[config.mk]
export PLATFORM = sky130hd
export DESIGN_NAME = led_pattern_driver
export DESIGN_NICKNAME = d
export VERILOG_FILES = /design/src/rtl/led_pattern_driver.sv
export SDC_FILE = /design/constraint.sdc
export NUM_CORES = 1
export LEC_CHECK = 0
export BUFFER_PORTS_ARGS = -buffer_cell sky130_fd_sc_hd__buf_2
export CAP_MARGIN = 5
export CORE_AREA = 2 2 76 78
export CTS_BUF_LIST = sky130_fd_sc_hd__clkbuf_8
export DETAILED_ROUTE_END_ITERATION = 12
export DIE_AREA = 0 0 78 80
export PLACE_DENSITY = 0.56
export SYNTH_ARGS = -nofsm -noshare
export SYNTH_HDL_FRONTEND = slang
export SYNTH_SLANG_ARGS = --single-unit
[constraint.sdc]
create_clock -name clk -period 6.5 [get_ports clk]
set_clock_uncertainty 0.15 [all_clocks]
set_input_delay 0.65 -clock clk [delete_from_list [all_inputs] [get_ports clk]]
set_output_delay 0.65 -clock clk [all_outputs]
set_load 0.02 [all_outputs]
[src/rtl/led_pattern_driver.sv]
// -----------------------------------------------------------------------------
// led_pattern_driver
// Drives NUM_LEDS board LEDs from a latched pattern in one of four animation
// modes (STATIC, BLINK, ROTATE, BOUNCE). A global PWM stage dims all LEDs.
// The animation timebase comes from an internal free-running prescaler.
//
// Ports
//   clk          system clock
//   rstn         asynchronous reset, active low
//   cfg_load     1-cycle strobe: capture cfg_mode / cfg_pattern, restart timebase
//   cfg_mode     0 STATIC, 1 BLINK, 2 ROTATE, 3 BOUNCE
//   cfg_pattern  starting pattern for the selected mode
//   brightness   PWM duty level, used live every cycle
//   step_tick    1-cycle pulse marking each animation step
//   led          registered LED drive, 1 = on
// -----------------------------------------------------------------------------
module led_pattern_driver #(
    parameter int                  NUM_LEDS      = 4,
    parameter int                  DIV_BITS      = 22,
    parameter int                  PWM_BITS      = 4,
    parameter logic [NUM_LEDS-1:0] RESET_PATTERN = {{(NUM_LEDS-1){1'b0}}, 1'b1},
    parameter logic [1:0]          RESET_MODE    = 2'd0
) (
    input  logic                clk,
    input  logic                rstn,
    input  logic                cfg_load,
    input  logic [1:0]          cfg_mode,
    input  logic [NUM_LEDS-1:0] cfg_pattern,
    input  logic [PWM_BITS-1:0] brightness,
    output logic                step_tick,
    output logic [NUM_LEDS-1:0] led
);

    localparam logic [1:0] MODE_STATIC = 2'd0;
    localparam logic [1:0] MODE_BLINK  = 2'd1;
    localparam logic [1:0] MODE_ROTATE = 2'd2;
    localparam logic [1:0] MODE_BOUNCE = 2'd3;

    localparam logic DIR_LEFT  = 1'b0;
    localparam logic DIR_RIGHT = 1'b1;

    localparam logic [DIV_BITS-1:0] PRESC_MAX = {DIV_BITS{1'b1}};
    localparam logic [PWM_BITS-1:0] PWM_MAX   = {PWM_BITS{1'b1}};

    // State registers
    logic [DIV_BITS-1:0] r_prescaler;
    logic [PWM_BITS-1:0] r_pwm_cnt;
    logic [NUM_LEDS-1:0] r_pat;
    logic [1:0]          r_mode;
    logic                r_dir;
    logic                r_blink_on;
    logic                r_step_tick;
    logic [NUM_LEDS-1:0] r_led;

    // Next-state / combinational signals
    logic [DIV_BITS-1:0] w_prescaler_next;
    logic [NUM_LEDS-1:0] w_pat_next;
    logic [1:0]          w_mode_next;
    logic                w_dir_next;
    logic                w_blink_on_next;
    logic                w_tick;
    logic [NUM_LEDS-1:0] w_rot_left;
    logic [NUM_LEDS-1:0] w_shl;
    logic [NUM_LEDS-1:0] w_shr;
    logic [NUM_LEDS-1:0] w_vis;
    logic                w_pwm_en;

    // The step happens on the edge that ends the all-ones prescaler cycle,
    // which is exactly the cycle in which step_tick is high.
    assign w_tick = (r_prescaler == PRESC_MAX);

    // Shift / rotate networks, one bit per LED.
    generate
        for (genvar gi = 0; gi < NUM_LEDS; gi++) begin : g_shift
            if (gi == 0) begin : g_lsb
                assign w_rot_left[gi] = r_pat[NUM_LEDS-1];
                assign w_shl[gi]      = 1'b0;
                assign w_shr[gi]      = r_pat[gi+1];
            end else if (gi == NUM_LEDS-1) begin : g_msb
                assign w_rot_left[gi] = r_pat[gi-1];
                assign w_shl[gi]      = r_pat[gi-1];
                assign w_shr[gi]      = 1'b0;
            end else begin : g_mid
                assign w_rot_left[gi] = r_pat[gi-1];
                assign w_shl[gi]      = r_pat[gi-1];
                assign w_shr[gi]      = r_pat[gi+1];
            end
        end
    endgenerate

    // Next-state logic. A load takes priority over a coincident tick.
    always_comb begin
        w_prescaler_next = r_prescaler + DIV_BITS'(1);
        w_pat_next       = r_pat;
        w_mode_next      = r_mode;
        w_dir_next       = r_dir;
        w_blink_on_next  = r_blink_on;

        if (cfg_load) begin
            w_prescaler_next = '0;
            w_pat_next       = cfg_pattern;
            w_mode_next      = cfg_mode;
            w_dir_next       = DIR_LEFT;
            w_blink_on_next  = 1'b1;
        end else if (w_tick) begin
            case (r_mode)
                MODE_BLINK:  w_blink_on_next = ~r_blink_on;
                MODE_ROTATE: w_pat_next      = w_rot_left;
                MODE_BOUNCE: begin
                    // Reverse when the lit edge bit reaches the end it is
                    // travelling towards, stepping back one place.
                    if (r_dir == DIR_LEFT) begin
                        if (r_pat[NUM_LEDS-1]) begin
                            w_dir_next = DIR_RIGHT;
                            w_pat_next = w_shr;
                        end else begin
                            w_pat_next = w_shl;
                        end
                    end else begin
                        if (r_pat[0]) begin
                            w_dir_next = DIR_LEFT;
                            w_pat_next = w_shl;
                        end else begin
                            w_pat_next = w_shr;
                        end
                    end
                end
                default: w_pat_next = r_pat;
            endcase
        end
    end

    // Visible pattern and global PWM gate.
    assign w_vis    = ((r_mode == MODE_BLINK) && !r_blink_on) ? '0 : r_pat;
    assign w_pwm_en = (brightness == PWM_MAX) || (r_pwm_cnt < brightness);

    always_ff @(posedge clk or negedge rstn) begin
        if (!rstn) begin
            r_prescaler <= '0;
            r_pwm_cnt   <= '0;
            r_pat       <= RESET_PATTERN;
            r_mode      <= RESET_MODE;
            r_dir       <= DIR_LEFT;
            r_blink_on  <= 1'b1;
            r_step_tick <= 1'b0;
            r_led       <= '0;
        end else begin
            r_prescaler <= w_prescaler_next;
            r_pwm_cnt   <= r_pwm_cnt + PWM_BITS'(1);
            r_pat       <= w_pat_next;
            r_mode      <= w_mode_next;
            r_dir       <= w_dir_next;
            r_blink_on  <= w_blink_on_next;
            // Registered so that step_tick tracks the prescaler value held
            // in the same cycle.
            r_step_tick <= (w_prescaler_next == PRESC_MAX);
            r_led       <= w_vis & {NUM_LEDS{w_pwm_en}};
        end
    end

    assign step_tick = r_step_tick;
    assign led       = r_led;

endmodule

**Yosys cells after proc, flatten, opt, wreduce, memory -nomap -nowiden**

Index checks and enable logic that the tools add are counted.

- Register bits after elaboration: 39

- Add/sub/neg operators: 2
- Magnitude comparators: 1
- Equality and inequality tests: 6
- Muxes and demuxes: 17
- Bitwise operators: 2
- Reduce and logical (&&, ||, !) cells: 10

Operator list:

| kind | number |
|---|---|
| $eq A22 B22 Y1 const B | 2 |
| $mux W4 | 6 |
| $add A22 B1 Y22 const B | 1 |
| $mux W22 | 1 |
| $mux W1 | 9 |
| $pmux W4 S2 | 1 |
| $reduce_and A2 Y1 | 3 |
| $reduce_bool A2 Y1 | 3 |
| $add A4 B1 Y4 const B | 1 |
| $and A4 B4 Y4 | 1 |
| $eq A2 B2 Y1 const B | 2 |
| $eq A4 B4 Y1 const B | 1 |
| $lt A4 B4 Y1 | 1 |
| $reduce_bool A3 Y1 | 1 |
| $eq A2 B1 Y1 const B | 1 |
| $logic_and A1 B1 Y1 | 1 |
| $logic_not A1 Y1 | 1 |
| $logic_or A1 B1 Y1 | 1 |
| $not A1 Y1 | 1 |

**Logic depth before layout (Yosys ltp)**

Gate-level depths: netlist of the first run.

- Depth in word-level cells: 5
- Mapped depth: 7
- Gate-level depth less buffers: 7

**Worst setup path before layout of the first run**

OpenSTA, ideal clock, no wires.

- Path type: register to register
- From: register r_prescaler[4]
- To: register r_step_tick (netlist: step_tick)
- Library setup time: 101 ps
- Arrival: 2002 ps
- Data required time: 6249 ps
- Setup slack: 4247 ps
- Stages on the path, launching flop included: 8
- Period minus slack after synthesis: 2253 ps
- Path through: dfrtp_1 buf_2 nand4_4 nor3_4 nand4_1 xor2_1 or4b_1 nor4_1

- Word-level cells in the longest chain between the ends: 3

Ends and longest elaborated chain:

| element | RTL line | source |
|---|---|---|
| start, declared | 46 | `logic [DIV_BITS-1:0] r_prescaler;` |
| start signal, assigned | 148 | `r_prescaler <= w_prescaler_next;` |
| $add A22 B1 Y22 | 93 | `w_prescaler_next = r_prescaler + DIV_BITS'(1);` |
| $mux W22 | 99 | `if (cfg_load) begin` |
| $eq A22 B22 Y1 | 156 | `r_step_tick <= (w_prescaler_next == PRESC_MAX);` |
| end signal, assigned | 156 |  |
| end, declared | 52 | `logic r_step_tick;` |

Every way passes these cells.
A chain may end at the register's enable or synchronous reset.

**Worst setup path after layout of the first run**

- From: register r_prescaler[5]
- To: register r_step_tick (netlist: step_tick)

Same word-level chain as after synthesis.

==> results.md, run 1 <==
- RePlAce Congestion: between 0.8 and 0.9
- Post-synthesis compound-gate area fraction: 10.9%
- Clock Tree Buf Depth: 2
- Cell Chain, Critical Path: nand4_4, nor3_4, nand3_1, xor2_1, or4b_1, nor4_1
- Design Area, Final: 2340 sq um
- Met3 Use GR: 3.62%
- Final hold violations: 0
- Clock sink count: 39
- Met1 usage: 19.7%
- Fmax: 382 MHz
- Reg clk slew, reported paths: around 0.08 ns
- Remaining DRCs: 0
- Pwr/cell area: 197 nW/um^2
- Dominant cells by area after synthesis: dfrtp_1 43%, xor2_1 5.8%, nor2_1 5.1%
- Final Max Slew Viols: 0
- CTS tree: built
- Netlist cell types: 46
- CTS Hold Bufs: 0
- Top cell type's share of synthesized area: 43.5%
- Post-Syn Instances: 225
- Post-DP Area: approximately 2300 sq um
- Post-CTS Repair Setup Buffers: 0
- Starting DRT DRC Count: 62
- Worst Max-Slew Pin Slew: 0.860 ns
- Die Span Y: 80 um
- Worst hold slack: 0.312 ns
- Antenna violations before repair: 0
- CP arrival: 2.67 ns
- Worst Path Required: 6.55 ns
- Largest family of logic cells by synthesized area: simple AND/OR/NAND/NOR gates
- Antenna Violating Nets Remaining: 0
- Ys async rst share: 100%
- Fin crit period: about 2.6 ns
- Sequential element share of the synthesized area: 45.9%
- # resized after CTS: 0
- Mapped cell area: ~2100 sq um
- Buffers on Ports: 17
- Fraction of layout cells with a size suffix above 1: between 10 and 15%
- Max-slew headroom: 42.7%
- Clock root cell: clkbuf_8
- Setup TNS Final: 0 ns
- Critical path's slowest cell: dfrtp_1
- Synth Area in XOR/XNOR: 8.63%
- Fin util: 43.4%
- Gr ovfl total: 0
- DIE WIDTH: 78 um
- Dpl hpwl: 2.93 mm
- Synth warn: 0
- Pre-Repair DR Iteration Count: 4
- Critical Path Sink Type: register
- Status: complete, no violations
- Type of the worst setup path: reg2reg
- Die Area: 6240 sq um
- Boundary Pins: 18
- Area Overhead vs Synth: 9.98%
- TritonCTS Buffers: 5
- Worst Hold Class: in2async
- #FFs+latches synth: 39
- Fill cells: 544
- Via density: 5.29
- Top_reg_cell synth: dfrtp_1
- Largest delay share family, worst path: simple AND/OR/NAND/NOR gates
- Core ar.: roughly 5400 sq um
- Synthesized Nets: 244
- Pleak: 1.04 nW
- Antenna cell count: 0
- Clk Latency, worst-skew pair: slightly below 0.3 ns
- Fin crit share: around two fifths
- WL final: 4.31 mm
- Area fraction in and, or, nand and nor cells after synthesis: approximately a quarter
- RSZ-0062 raised after global routing: false
- Final nets: 258
- Worst-path fanout max: 10
- Final Setup Violations: 0
- Reg2Reg Setup Slack: 3.88 ns
- First-pass GRT wire length: 7.60 mm
- Max Cap Violations: 0
- Buf/Inv on CP: 0
- Global routing's busiest layer: met2
- DR vias: between 1500 and 2000
- Area of the multi-input gates: 1080 sq um
- Post-DR wirelength/cell: 13.8 um
- EDFF count, synth: 0
- VDD IR max: 0.0677 mV
- Syn Area/Cell: 9.47 sq um
- FP Rows: 27
- H-tree Lvls: 2
- Number of global-route vias before repair: 1620
- Startpoint Class: register
- Reg area: 978 sq um
- CP max stage delay: 0.55 ns
- Mux contribution to synthesized area: 1.06%
- Global Route Usage Sum: between 15 and 20%
- Initial core utilization: 39.4%
- Yosys top cell by area: dfrtp_1
- Met2 usage: about a quarter
- Synthesized-area fraction occupied by adder cells: 3.52%
- Largest net degree at the start of global routing: 40
[flip-flops by register name, summed over array words and instances, names as in the netlist]
signal and flops:
r_prescaler 22, led 4, r_pat 4, r_pwm_cnt 4
r_mode 2, r_blink_on 1, r_dir 1, step_tick 1
[synth_stat cells, types with 4 or more instances]
| library cell | number |
|---|---|
| nand2_1 | 18 |
| xor2_1 | 14 |
| dfrtp_1 | 37 |
| inv_1 | 7 |
| nor3b_1 | 4 |
| and2_1 | 5 |
| nor4_1 | 5 |
| o21ai_0 | 9 |
| ha_1 | 6 |
| nand2b_1 | 4 |
| nand4_1 | 6 |
| buf_2 | 5 |
| xnor2_1 | 7 |
| nor3_1 | 6 |
| a21oi_1 | 12 |
| nand3_1 | 11 |
| nor2_1 | 29 |
[kinds of logic (layout without fill, tap and decap cells)]
kind of cell,count (synthesis),count (layout)
AO/OA/AOI/OAI,36,36
XOR/XNOR,21,21
adder cells (fa/ha/maj),6,6
buffers and inverters,17,32
flip-flops,39,39
multiplexers,2,2
AND/OR/NAND/NOR,104,104
[routing by layer]
metal / up-vias / part of all wire (%)
met1: 788 / 48
met2: 39 / 46
met4: 0 / 1.3
met5: - / 0
li1: 817 / -
met3: 6 / 4.7
[worst paths after layout]
path	from	end	cells after the start
min in group clk	r_pwm_cnt[0]	r_pwm_cnt[0]	1
max reg2reg	r_prescaler[5]	step_tick	6
min reg2reg	r_pwm_cnt[0]	r_pwm_cnt[0]	1
max	r_prescaler[5]	step_tick	6
max in group asynchronous	rstn	r_prescaler[4]	1
min	rstn	r_pwm_cnt[2]	1
[metrics by stage]
stage                     instances  setup slack, ns  total power, mW
after floorplan                 225             4.25            0.289
after global placement          304             3.84            0.306
after detailed placement        304             3.89            0.306
after CTS                       312             3.87            0.471
after global routing            312             3.63            0.487
final                           312             3.88            0.462
[area by class of cell]
type | instances | share of cell area [%]
multi-input combinational | 169 | 46.0
sequential | 39 | 41.8
tap | 72 | 3.84
timing repair buffer | 17 | 3.63
clock buffer | 5 | 2.94
inverter | 7 | 1.12
clock inverter | 3 | 0.694
[placed cells by master (no fill, tap or decap), types with 4 or more instances in the layout]
cell type | synthesis | routed
dfrtp_1 | 37 | 37
and2_1 | 5 | 5
clkbuf_8 | 0 | 5
nor4_1 | 5 | 5
buf_2 | 5 | 17
nand3_1 | 11 | 11
nor2_1 | 29 | 29
xnor2_1 | 7 | 7
nand4_1 | 6 | 6
nand2b_1 | 4 | 4
nor3b_1 | 4 | 4
nand2_1 | 18 | 18
nor3_1 | 6 | 6
ha_1 | 6 | 6
inv_1 | 7 | 8
a21oi_1 | 12 | 12
xor2_1 | 14 | 14
o21ai_0 | 9 | 9
[worst reg2reg max path, cell delays in order, from the launching register on]
cell	delay, ns
dfrtp_1	0.55
nand4_4	0.24
nor3_4	0.46
nand3_1	0.16
xor2_1	0.18
or4b_1	0.52
nor4_1	0.27
[power by group]
| part | internal (mW) | switching (mW) |
|---|---|---|
| Sequential | 0.252 | 0.00899 |
| Combinational | 0.0160 | 0.0238 |
| Clock | 0.0735 | 0.0880 |
Note: power is estimated with default switching activity, not from simulation.
==> run 2, diff against run 1 <==
Settings changed: PLACE_DENSITY 0.56 to 0.58.
Clock period 6.5 ns to 2.2 ns, I/O delays scaled along.
==> run 2 against run 1 <==
Net effect:
- cell count rose by 13%
- clock power rose to 2.8 times the previous value
- utilization rose by 8.2 points
- maximum frequency rose by 21%
- clock-buffer cell count did not move
- first-iteration DRC count rose by 4.8%
==> results.md, run 2 (same netlist as run 1, synthesis figures left out) <==
- Boundary Pins: 18
- Critical Path Sink Type: register
- Post-DP Area: 2500 sq um
- Remaining DRCs: 0
- Setup TNS Final: 0 ns
- Pleak: roughly 1.3 nW
- Antenna Violating Nets Remaining: 0
- RePlAce Congestion: 0.784
- Most frequent cells in the layout: 38 x buf_4, 35 x dfrtp_1, 29 x nor2_1
- TritonCTS Buffers: 5
- First-pass GRT wire length: around 8.1 mm
- Area Overhead vs Synth: 30.8%
- Antenna violations before repair: 0
- Number of global-route vias before repair: 1821
- Type of the worst setup path: reg2reg
- Final Setup Violations: 0
- Most common cell after layout, fill and taps aside: buf_4
- CTS tree: built
- RSZ-0062 raised after global routing: true
- Worst Hold Class: in2reg
- Largest register by flop count: r_prescaler
- Final hold violations: 0
- Fin crit share: 98.5%
- Buffers on Ports: 17
- Antenna cell count: 0
- Gr ovfl total: 0
- DIE WIDTH: 78 um
- Max Cap Violations: 0
- Finished Layout Cells: 351
- Reg clk slew, reported paths: 0.07 ns
- Clock Tree Buf Depth: 2
- Clk Latency, worst-skew pair: 0.28 ns
- VDD IR max: 0.273 mV
- Worst Path Required: around 2.3 ns
- Placed cell count: 336
- Status: complete, no violations
- Fmax: about 460 MHz
- Clock root cell: clkbuf_8
- Worst-path fanout max: 5
- Post-DR wirelength/cell: 14.2 um
- Total chip power: 1.37 mW
- Design Area, Final: between 2000 and 3000 sq um
- FP Rows: 27
- Fin crit period: 2.17 ns
- Global Route Usage Sum: between 10% and 20%
- Clock sink count: 39
- Hold path depth: 2
- Core ar.: between 5000 and 6000 sq um
- Pre-Repair DR Iteration Count: 4
- Worst Slack Setup Final: 0.0337 ns
- Initial core utilization: about two fifths
- Pwr/cell area: a little under 500 nW/um^2
- Worst Max-Slew Pin Slew: just over 0.5 ns
- Final Max Slew Viols: 0
- CP arrival: 2.21 ns
- WL final: 4.98 mm
- Via density: roughly 5.2
- Max-slew headroom: 66.0%
- DR vias: 1826
- Die Span Y: 80 um
- Final nets: 297
- Reg2reg path depth: 7
- Dpl hpwl: 3.32 mm
- Starting DRT DRC Count: 65
- Max reg flops: 22
- Die Area: 6240 sq um
- Largest net degree at the start of global routing: 40
- H-tree Lvls: 2
- Startpoint Class: register
- Fraction of layout cells with a size suffix above 1: 33.0%
- Pre-CTS worst setup slack: -0.0284 ns
-- run 2: per-stage QoR --
| step | hold slack, ns | utilization, % |
|---|---|---|
| after floorplan | -0.226 | - |
| after global placement | 0.161 | 46.2 |
| after detailed placement | 0.160 | 46.2 |
| after CTS | 0.0152 | 48.2 |
| after global routing | 0.0249 | 51.6 |
| final | 0.0231 | 51.6 |
-- run 2: what timing repair did --
action | CTS | global route
buffers inserted | 1 | 5
resized for setup | 2 | 27
pin swaps | 1 | 9
hold endpoints to repair | 37 | 0
hold buffers | 1 | 0
endpoints found under the setup margin | 2 | 7
-- run 2: layer usage --
layer	part of all wire, %	GRT usage [%]	up-vias	routed length [um]
met1	45	20.1	882	2270
met4	2.1	7.72	0	106
met3	3.8	3.51	11	191
li1	-	-	891	-
met2	49	27.7	42	2420
met5	0	0	-	0
-- run 2: worst max-delay path, stage by stage (launching register included) --
cell and delay, ns:
dfrtp_2 0.45, ha_4 0.18, or3b_4 0.36, o32a_1 0.16, o22a_1 0.21, nor3_2 0.13, o2111ai_2 0.16, nor4_4 0.26
-- run 2: cell type report --
cell class              count  area (sq um)
clock inverters             3          12.5
flip-flops and latches     39           981
multi-input cells         169          1230
repair buffers             56           380
well taps                  72          90.1
clock buffers               5          68.8
fillers                   506          2620
inverters                   7          26.3
-- run 2: power breakdown --
part / switching (mW) / total (mW) / internal (mW)
registers: 0.0266 / 0.771 / 0.744
clock network: 0.241 / 0.454 / 0.213
logic: 0.0850 / 0.148 / 0.0629
-- run 2: final timing paths --
check                                     from             end  slack, ns
worst max register to register  r_prescaler[1]       step_tick       0.03
worst min register to register    r_pwm_cnt[3]    r_pwm_cnt[3]       0.33
min in group asynchronous                 rstn    r_pwm_cnt[2]       0.36
worst max-delay path            r_prescaler[1]       step_tick       0.03
worst min-delay path               cfg_mode[0]       r_mode[0]       0.02
max in group asynchronous                 rstn  r_prescaler[1]       1.16
